## src/rtl/chunk_addsub_pkg.sv

```systemverilog
// Shared definitions for the chunk-serial arithmetic units: FSM state
// encodings and helpers that derive chunk count and index width.
package chunk_addsub_pkg;

  typedef enum logic [1:0] {
    ST_IDLE = 2'd0,
    ST_BUSY = 2'd1,
    ST_DONE = 2'd2
  } addsub_state_e;

  function automatic int chunk_count(input int num_size, input int chunk_size);
    return num_size / chunk_size;
  endfunction

  // A single-chunk unit still needs a 1-bit index register.
  function automatic int idx_width(input int chunks);
    return (chunks > 1) ? $clog2(chunks) : 1;
  endfunction

endpackage

```

## src/rtl/chunk_addsub_adder.sv

```systemverilog
// Combinational CHUNK_SIZE-bit adder slice; cMsb is the carry into the top bit,
// used by the sequencer to form signed overflow on the last chunk.
module chunk_adder #(
  parameter int CHUNK_SIZE = 8
) (
  input  logic [CHUNK_SIZE-1:0] a,
  input  logic [CHUNK_SIZE-1:0] b,
  input  logic                  cIn,
  output logic [CHUNK_SIZE-1:0] sum,
  output logic                  cOut,
  output logic                  cMsb
);

  logic [CHUNK_SIZE:0] full;

  always_comb begin
    full = {1'b0, a} + {1'b0, b} + {{CHUNK_SIZE{1'b0}}, cIn};
    sum  = full[CHUNK_SIZE-1:0];
    cOut = full[CHUNK_SIZE];
    cMsb = a[CHUNK_SIZE-1] ^ b[CHUNK_SIZE-1] ^ full[CHUNK_SIZE-1];
  end

endmodule

```

## src/rtl/chunk_addsub.sv

```systemverilog
// Chunk-serial adder/subtractor: one CHUNK_SIZE slice per BUSY cycle, LSB first,
// with valid/ready handshakes on both request and result sides.
module chunk_addsub
  import chunk_addsub_pkg::*;
#(
  parameter int NUM_SIZE   = 32,
  parameter int CHUNK_SIZE = 8
) (
  input  logic                clk,
  input  logic                rst,
  input  logic [NUM_SIZE-1:0] dIn0,
  input  logic [NUM_SIZE-1:0] dIn1,
  input  logic                sub,
  input  logic                inValid,
  output logic                inReady,
  output logic                outValid,
  input  logic                outReady,
  output logic [NUM_SIZE-1:0] sum,
  output logic                overflow,
  output logic                carryOut,
  output logic                zero
);

  localparam int CHUNKS = chunk_count(NUM_SIZE, CHUNK_SIZE);
  localparam int IDX_W  = idx_width(CHUNKS);
  localparam logic [IDX_W-1:0] LAST_IDX = IDX_W'(CHUNKS - 1);

  addsub_state_e       state_q, state_d;
  logic [IDX_W-1:0]    idx_q, idx_d;
  logic                carry_q, carry_d;
  logic [NUM_SIZE-1:0] a_q, a_d;
  logic [NUM_SIZE-1:0] b_q, b_d;
  logic [NUM_SIZE-1:0] sum_q, sum_d;
  logic                ovf_q, ovf_d;
  logic                cout_q, cout_d;
  logic                zero_q, zero_d;

  logic [CHUNK_SIZE-1:0] ch_a, ch_b, ch_sum;
  logic                  ch_cout, ch_cmsb;

  assign ch_a = a_q[idx_q*CHUNK_SIZE +: CHUNK_SIZE];
  assign ch_b = b_q[idx_q*CHUNK_SIZE +: CHUNK_SIZE];

  chunk_adder #(.CHUNK_SIZE(CHUNK_SIZE)) u_chunk_adder (
    .a   (ch_a),
    .b   (ch_b),
    .cIn (carry_q),
    .sum (ch_sum),
    .cOut(ch_cout),
    .cMsb(ch_cmsb)
  );

  always_comb begin
    state_d = state_q;
    idx_d   = idx_q;
    carry_d = carry_q;
    a_d     = a_q;
    b_d     = b_q;
    sum_d   = sum_q;
    ovf_d   = ovf_q;
    cout_d  = cout_q;
    zero_d  = zero_q;
    case (state_q)
      ST_IDLE: begin
        if (inValid) begin
          // Subtraction as a + ~b + 1: the +1 rides in on the initial carry.
          a_d     = dIn0;
          b_d     = sub ? ~dIn1 : dIn1;
          carry_d = sub;
          idx_d   = '0;
          state_d = ST_BUSY;
        end
      end
      ST_BUSY: begin
        sum_d[idx_q*CHUNK_SIZE +: CHUNK_SIZE] = ch_sum;
        carry_d = ch_cout;
        idx_d   = idx_q + IDX_W'(1);
        if (idx_q == LAST_IDX) begin
          cout_d  = ch_cout;
          ovf_d   = ch_cmsb ^ ch_cout;
          zero_d  = (sum_d == '0);
          idx_d   = '0;
          state_d = ST_DONE;
        end
      end
      ST_DONE: begin
        if (outReady) state_d = ST_IDLE;
      end
      default: state_d = ST_IDLE;
    endcase
  end

  always_ff @(posedge clk) begin
    if (rst) begin
      state_q <= ST_IDLE;
      idx_q   <= '0;
      carry_q <= 1'b0;
      a_q     <= '0;
      b_q     <= '0;
      sum_q   <= '0;
      ovf_q   <= 1'b0;
      cout_q  <= 1'b0;
      zero_q  <= 1'b0;
    end else begin
      state_q <= state_d;
      idx_q   <= idx_d;
      carry_q <= carry_d;
      a_q     <= a_d;
      b_q     <= b_d;
      sum_q   <= sum_d;
      ovf_q   <= ovf_d;
      cout_q  <= cout_d;
      zero_q  <= zero_d;
    end
  end

  assign inReady  = (state_q == ST_IDLE);
  assign outValid = (state_q == ST_DONE);
  assign sum      = sum_q;
  assign overflow = ovf_q;
  assign carryOut = cout_q;
  assign zero     = zero_q;

endmodule

```

## config.mk

```make
export PLATFORM = sky130hd
export DESIGN_NAME = chunk_addsub
export DESIGN_NICKNAME = d
export VERILOG_FILES = /design/src/rtl/chunk_addsub_pkg.sv /design/src/rtl/chunk_addsub_adder.sv /design/src/rtl/chunk_addsub.sv
export SDC_FILE = /design/constraint.sdc
export NUM_CORES = 1
export LEC_CHECK = 0
export BUFFER_PORTS_ARGS = -buffer_cell sky130_fd_sc_hd__buf_2
export CORE_MARGIN = 2
export CORE_UTILIZATION = 55
export DETAILED_ROUTE_END_ITERATION = 6
export GPL_TIMING_DRIVEN = 0
export HOLD_SLACK_MARGIN = 0.08
export PLACE_DENSITY = 0.79
export SLEW_MARGIN = 25
export SYNTH_ARGS = -nofsm -noshare
export SYNTH_HDL_FRONTEND = slang
export SYNTH_HIERARCHICAL = 1
export SYNTH_SLANG_ARGS = --single-unit
```

## constraint.sdc

```tcl
create_clock -name clk -period 4.9 [get_ports clk]
set_input_delay 0.245 -clock clk [delete_from_list [all_inputs] [get_ports clk]]
set_output_delay 0.245 -clock clk [all_outputs]
set_load 0.05 [all_outputs]
```

; ---- Yosys cells after proc, flatten, opt, wreduce, memory -nomap -nowiden
; Cells that the tools add are included.
; Widths: inputs -> output; s select.
[word_totals]
register_bits = 104
latch_bits = 0
ramBits = 0
romBits = 0
input_bits = 69
out_inout_bits = 37
elab_cells = 45
n_memories = 0
[op_classes]
n_addsub = 4
multipliers = 0
n_div = 0
magnitude_cmp = 0
n_eq_ne = 6
shift = 4
mux = 11
bitwise = 4
reduce_logical = 7
[op_table]
columns = operator, n
row1 = $shiftx 32x6->8, 2
row2 = $neg 5->34, 1
row3 = $shift 8x34->32 const A, 1
row4 = $shiftx 8x34->32, 1
row5 = $bwmux 32, 1
row6 = $logic_not 32->1, 1
row7 = $mux 32, 1
row8 = $not 32->32, 1
row9 = $mux 2, 5
row10 = $add 8x8->9, 1
row11 = $add 9x1->9, 1
row12 = $pmux 2 s3, 1
row13 = $reduce_and 2->1, 3
row14 = $eq 2x2->1 const B, 2
row15 = $ne 2x2->1 const B, 2
row16 = $pmux 2 s2, 1
row17 = $reduce_and 3->1, 1
row18 = $xor 1x1->1, 3
row19 = $add 2x1->2 const B, 1
row20 = $eq 2x1->1 const B, 1
row21 = $logic_not 2->1, 1
row22 = $ne 2x1->1 const B, 1
row23 = $pmux 1 s2, 1
row24 = $reduce_bool 2->1, 1
row25 = $mux 1, 1

; ---- Depth between registers and ports, before layout
[logic_depth]
depth_word = 6
mapped_depth = 14

; ---- By module
; Netlist, hierarchy kept.
[by_module_without_submodules]
columns = module, instances, cells_each, area_per_inst_um2
row1 = chunk_addsub, 1, 501, 4569.4
row2 = chunk_adder, 1, 43, 364.1

; ---- Least setup slack after synthesis
; OpenSTA, ideal clock, no wires.
[synth_path]
path_kind = register to register
startpoint = reg idx_q[0]
endpoint = reg zero_q (netlist: zero)
arrival_time_ps = 3662
t_required_ps = 4831
slack_ps = 1170
path_stages_with_launch = 14
path_buffers = 2
period_less_slack_ps = 3730
cell_sequence = dfxtp_1 -> buf_4 -> buf_2 -> mux4_2 -> fa_1 -> fa_1 -> a21oi_1 -> o21bai_1 -> xor2_1 -> or4_1 -> o21ai_1 -> and4bb_1 -> nand3_1 -> o21ai_1
[synth_between]
elab_chain_cells = 6
word_cells_on_any_way = 11
cone_classes = add/sub: 3 / eq/ne: 1 / shift: 4 / mux: 1 / reduce/logical: 2
[synth_rtl]
columns = element, line
row1 = "start, declared", chunk_addsub.sv:29  ; logic [IDX_W-1:0] idx_q, idx_d;
row2 = "start signal, assigned", chunk_addsub.sv:106  ; idx_q <= idx_d;
row3 = $shiftx 32x6->8, chunk_addsub.sv:41  ; assign ch_a = a_q[idx_q*CHUNK_SIZE +: CHUNK_SIZE];
row4 = via ch_a[0], chunk_addsub.sv:38  ; logic [CHUNK_SIZE-1:0] ch_a, ch_b, ch_sum;
row5 = $add 8x8->9, chunk_addsub_adder.sv:17  ; full = {1'b0, a} + {1'b0, b} + {{CHUNK_SIZE{1'b0}}, cIn};
row6 = $add 9x1->9, chunk_addsub_adder.sv:17
row7 = via ch_sum[4], chunk_addsub.sv:38
row8 = $shiftx 8x34->32, chunk_addsub.sv:75  ; sum_d[idx_q*CHUNK_SIZE +: CHUNK_SIZE] = ch_sum;
row9 = $bwmux 32, chunk_addsub.sv:75
row10 = $logic_not 32->1, chunk_addsub.sv:81  ; zero_d = (sum_d == '0);
row11 = "end signal, assigned", chunk_addsub.sv:113  ; zero_q <= zero_d;
row12 = "end, declared", chunk_addsub.sv:36  ; logic zero_q, zero_d;
; The timed path passes the listed nets, and every way through them passes these cells.
; A chain may end at the register's enable or synchronous reset.

; ---- Worst setup path in the final report
; Ends and elaborated chain as after synthesis.

==> results.toml <==
[critical_path]
cp_num_cells = 13
critical-path-top-delay-family = "adder cells"
required_ns = 5.22
end_kind = "register"
crit_end = "zero$_SDFFE_PP0P_"
worstSetupPathType = "register to register"
slowest_delay_ns = 0.60
cp_slowest_cell = "mux4_2"
r2r_end = "zero$_SDFFE_PP0P_"
cp-start-kind = "register"
rrSetupSlack_ns = 0.63
crit_start = "idx_q[0]$_SDFFE_PP0P_"
critPathMaxFanout = 10
path_cells = "buf_4, buf_2, mux4_2, fa_1, fa_1, a21oi_1, o21bai_1, xor2_1, or4_1, o21ai_1, and4bb_1, nand3_1, o21ai_1"
path_buf_inv = 2
reg2reg_from = "idx_q[0]$_SDFFE_PP0P_"
crit_arrival_ns = 4.59
reg2reg_depth = 13

[yosys]
synthArstFlopShare_pct = 0
yosysMostFrequentCell = "dfxtp_1"
synth_fa_ha_area_share_pct = 4.11
yosysWarningCount = 6
synth_mux_area_share_pct = 7.30
synthFlopType = "dfxtp_1"
synth-edff-count = 0
synth-simple-area-share_pct = 17.8
synth.area.top_cells = "dfxtp_1 (42%), mux4_2 (7.3%), xnor2_1 (6.2%), nand2_1 (5.9%), nor2_1 (5.6%)"
synth.avg_cell_area_sq_um = 9.07
yosys.area.top_type = "dfxtp_1"
synth_common_cells = "dfxtp_1 (104), nand2_1 (77), nor2_1 (73), a21oi_1 (48), xnor2_1 (35)"
ys_seq_area_share_pct = 42.2
syn-num-nets = 628
ys_seq_elements = 104
synth_top_family_by_area = "compound AO/OA/AOI/OAI gates"
synth_cell_types = 48
yosysTopAreaCellShare_pct = 42.2
synth_area_sq_mm = 0.00493
synth-compound-area-share_pct = 17.9
synth-xor-area-share_pct = 6.57
synthCells = 544

[worst_hold_path]
hp-class = "input port to register"

[power_and_ir_drop]
powerDensity_mw_per_mm2 = 322
finalPower_mw = 1.86
power.leakage_nw = 2.37
peakVddDrop_v = 0.000177

[clock_tree]
cts_resized = 0
clkTransAtPathRegs_ns = 0.11
clockBufferDepth = 2
cts_tree = "done"
cts-root-buf = "clkbuf_8"
cts_sinks = 104
numCtsBuffers = 9
holdBufCountCts = 0
cts_max_level = 3
post-cts-setup-buffers = 0
worstSkewPairLatency_ns = 0.37

[timing]
setup_viol = 0
final.setup.worst_slack_ns = 0.631
fin_worst_skew_ns = 0.0150
post-route-period-util_pct = 87.1
finalCriticalPeriod_ns = 4.27
hold_viol_final = 0
worstMarginPinSlew_ns = 0.742
slew_viol_final = 0
setup_tns_ns = 0
rsz0062_at_grt = "no"
clock.fmax_mhz = 234
slew_headroom_pct = 50.2

[global_route]
grt_pass1_vias = 4319
grt_use_total_pct = 26.7
antenna_found_initial = 0
grt_pass1_wl_um = 20800
grt_max_degree = 20
grt_overflow = 0

[route]
routed_via_density = 5.81
drtIter0Drc = 224
totalWireLength_um = 13000
vias = 4476
firstDrtPassIters = 5
post_drt_wl_per_cell_um = 16.9
antenna_left = 0
drcViolationCount = 0

[floorplan]
die_h_um = 98.7
row_count = 34
design.core.area_sq_mm = 0.00872
die_x_um = 98.7
ios = 106
start_util_pct = 56.6
fp.dieArea_sq_mm = 0.00974

[run]
drv_cap = 0

[final_layout]
area_delta_synth_final_pct = 17.0
diodes = 0
nNetsFinal = 742
drive_gt1_share_pct = 25.3
fin_area_sq_mm = 0.00577

[place]
port_buffers = 103
postPlaceCellArea_sq_mm = 0.00558
gp_congestion = 0.903
dp.final_hpwl_um = 9710
pre_cts_slack_ns = 0.681

[outcome]
status = "finished, final reports clean"
==> layout make-up <==
type / instances / area [sq um]
multi-input combinational: 394 / 2650
fill: 719 / 2950
clock buffer: 9 / 124
clock inverter: 7 / 63.8
buffer: 39 / 175
timing repair buffer: 103 / 515
tap: 108 / 135
sequential: 104 / 2080
inverter: 7 / 26.3
==> worst register-to-register path: stages (launching register included) <==
cell      delay, ns
dfxtp_1        0.40
buf_4          0.17
buf_2          0.36
mux4_2         0.60
fa_1           0.49
fa_1           0.41
a21oi_1        0.28
o21bai_1       0.11
xor2_1         0.24
or4_1          0.60
o21ai_1        0.13
and4bb_1       0.20
nand3_1        0.08
o21ai_1        0.13
==> worst min path at each step <==
stage                                    start                    to  slack [ns]  cells after the start
after CTS                              dIn0[8]   a_q[8]$_SDFFE_PP0P_        0.09                      3
after global placement     a_q[3]$_SDFFE_PP0P_   a_q[3]$_SDFFE_PP0P_        0.44                      2
after floorplan                        dIn0[0]   a_q[0]$_SDFFE_PP0P_        0.38                      2
final                                 dIn0[22]  a_q[22]$_SDFFE_PP0P_        0.09                      3
after detailed placement  a_q[28]$_SDFFE_PP0P_  a_q[28]$_SDFFE_PP0P_        0.45                      2
after global routing                  dIn0[18]  a_q[18]$_SDFFE_PP0P_        0.09                      3
==> per-stage QoR <==
step	std cells	util [%]	hold slack, ns
detailed placement	755	64.0	0.446
global route	771	66.2	0.0864
global placement	755	64.0	0.438
floorplan	544	-	0.381
CTS	771	66.2	0.0857
finish	771	66.2	0.0946
==> routing by layer <==
| metal | routed length, um | GRT usage, % |
|---|---|---|
| met1 | 5650 | 34.0 |
| met2 | 6240 | 45.1 |
| met3 | 762 | 5.11 |
| met4 | 369 | 10.5 |
| met5 | 0 | 0 |
==> state kept, by name, summed over array words and instances (netlist names) <==
name / flops
overflow: 1
sum: 32
b_q: 32
a_q: 32
state_q: 2
carryOut: 1
idx_q: 2
carry_q: 1
zero: 1
==> cells in the final DEF (no fill, tap or decap), drive strengths merged, types with 10 or more instances in the layout <==
| cell type | count |
|---|---|
| a211oi | 33 |
| a21oi | 51 |
| a22oi | 32 |
| buf | 123 |
| clkbuf | 28 |
| dfxtp | 104 |
| ha | 13 |
| inv | 10 |
| mux4 | 16 |
| nand2 | 77 |
| nor2 | 73 |
| xnor2 | 35 |
==> power breakdown <==
group          total [mW]  switching (mW)  internal (mW)
logic               0.414           0.256          0.158
registers           0.920          0.0271          0.893
clock network       0.522           0.326          0.197
==> kinds of logic after synthesis <==
group                    Yosys count
multiplexers                      16
flip-flops                       104
AND/OR/NAND/NOR                  192
XOR/XNOR                          37
AO/OA/AOI/OAI                    134
buffers and inverters             46
adder cells (fa/ha/maj)           15
Power figures use the tool's default switching activity.
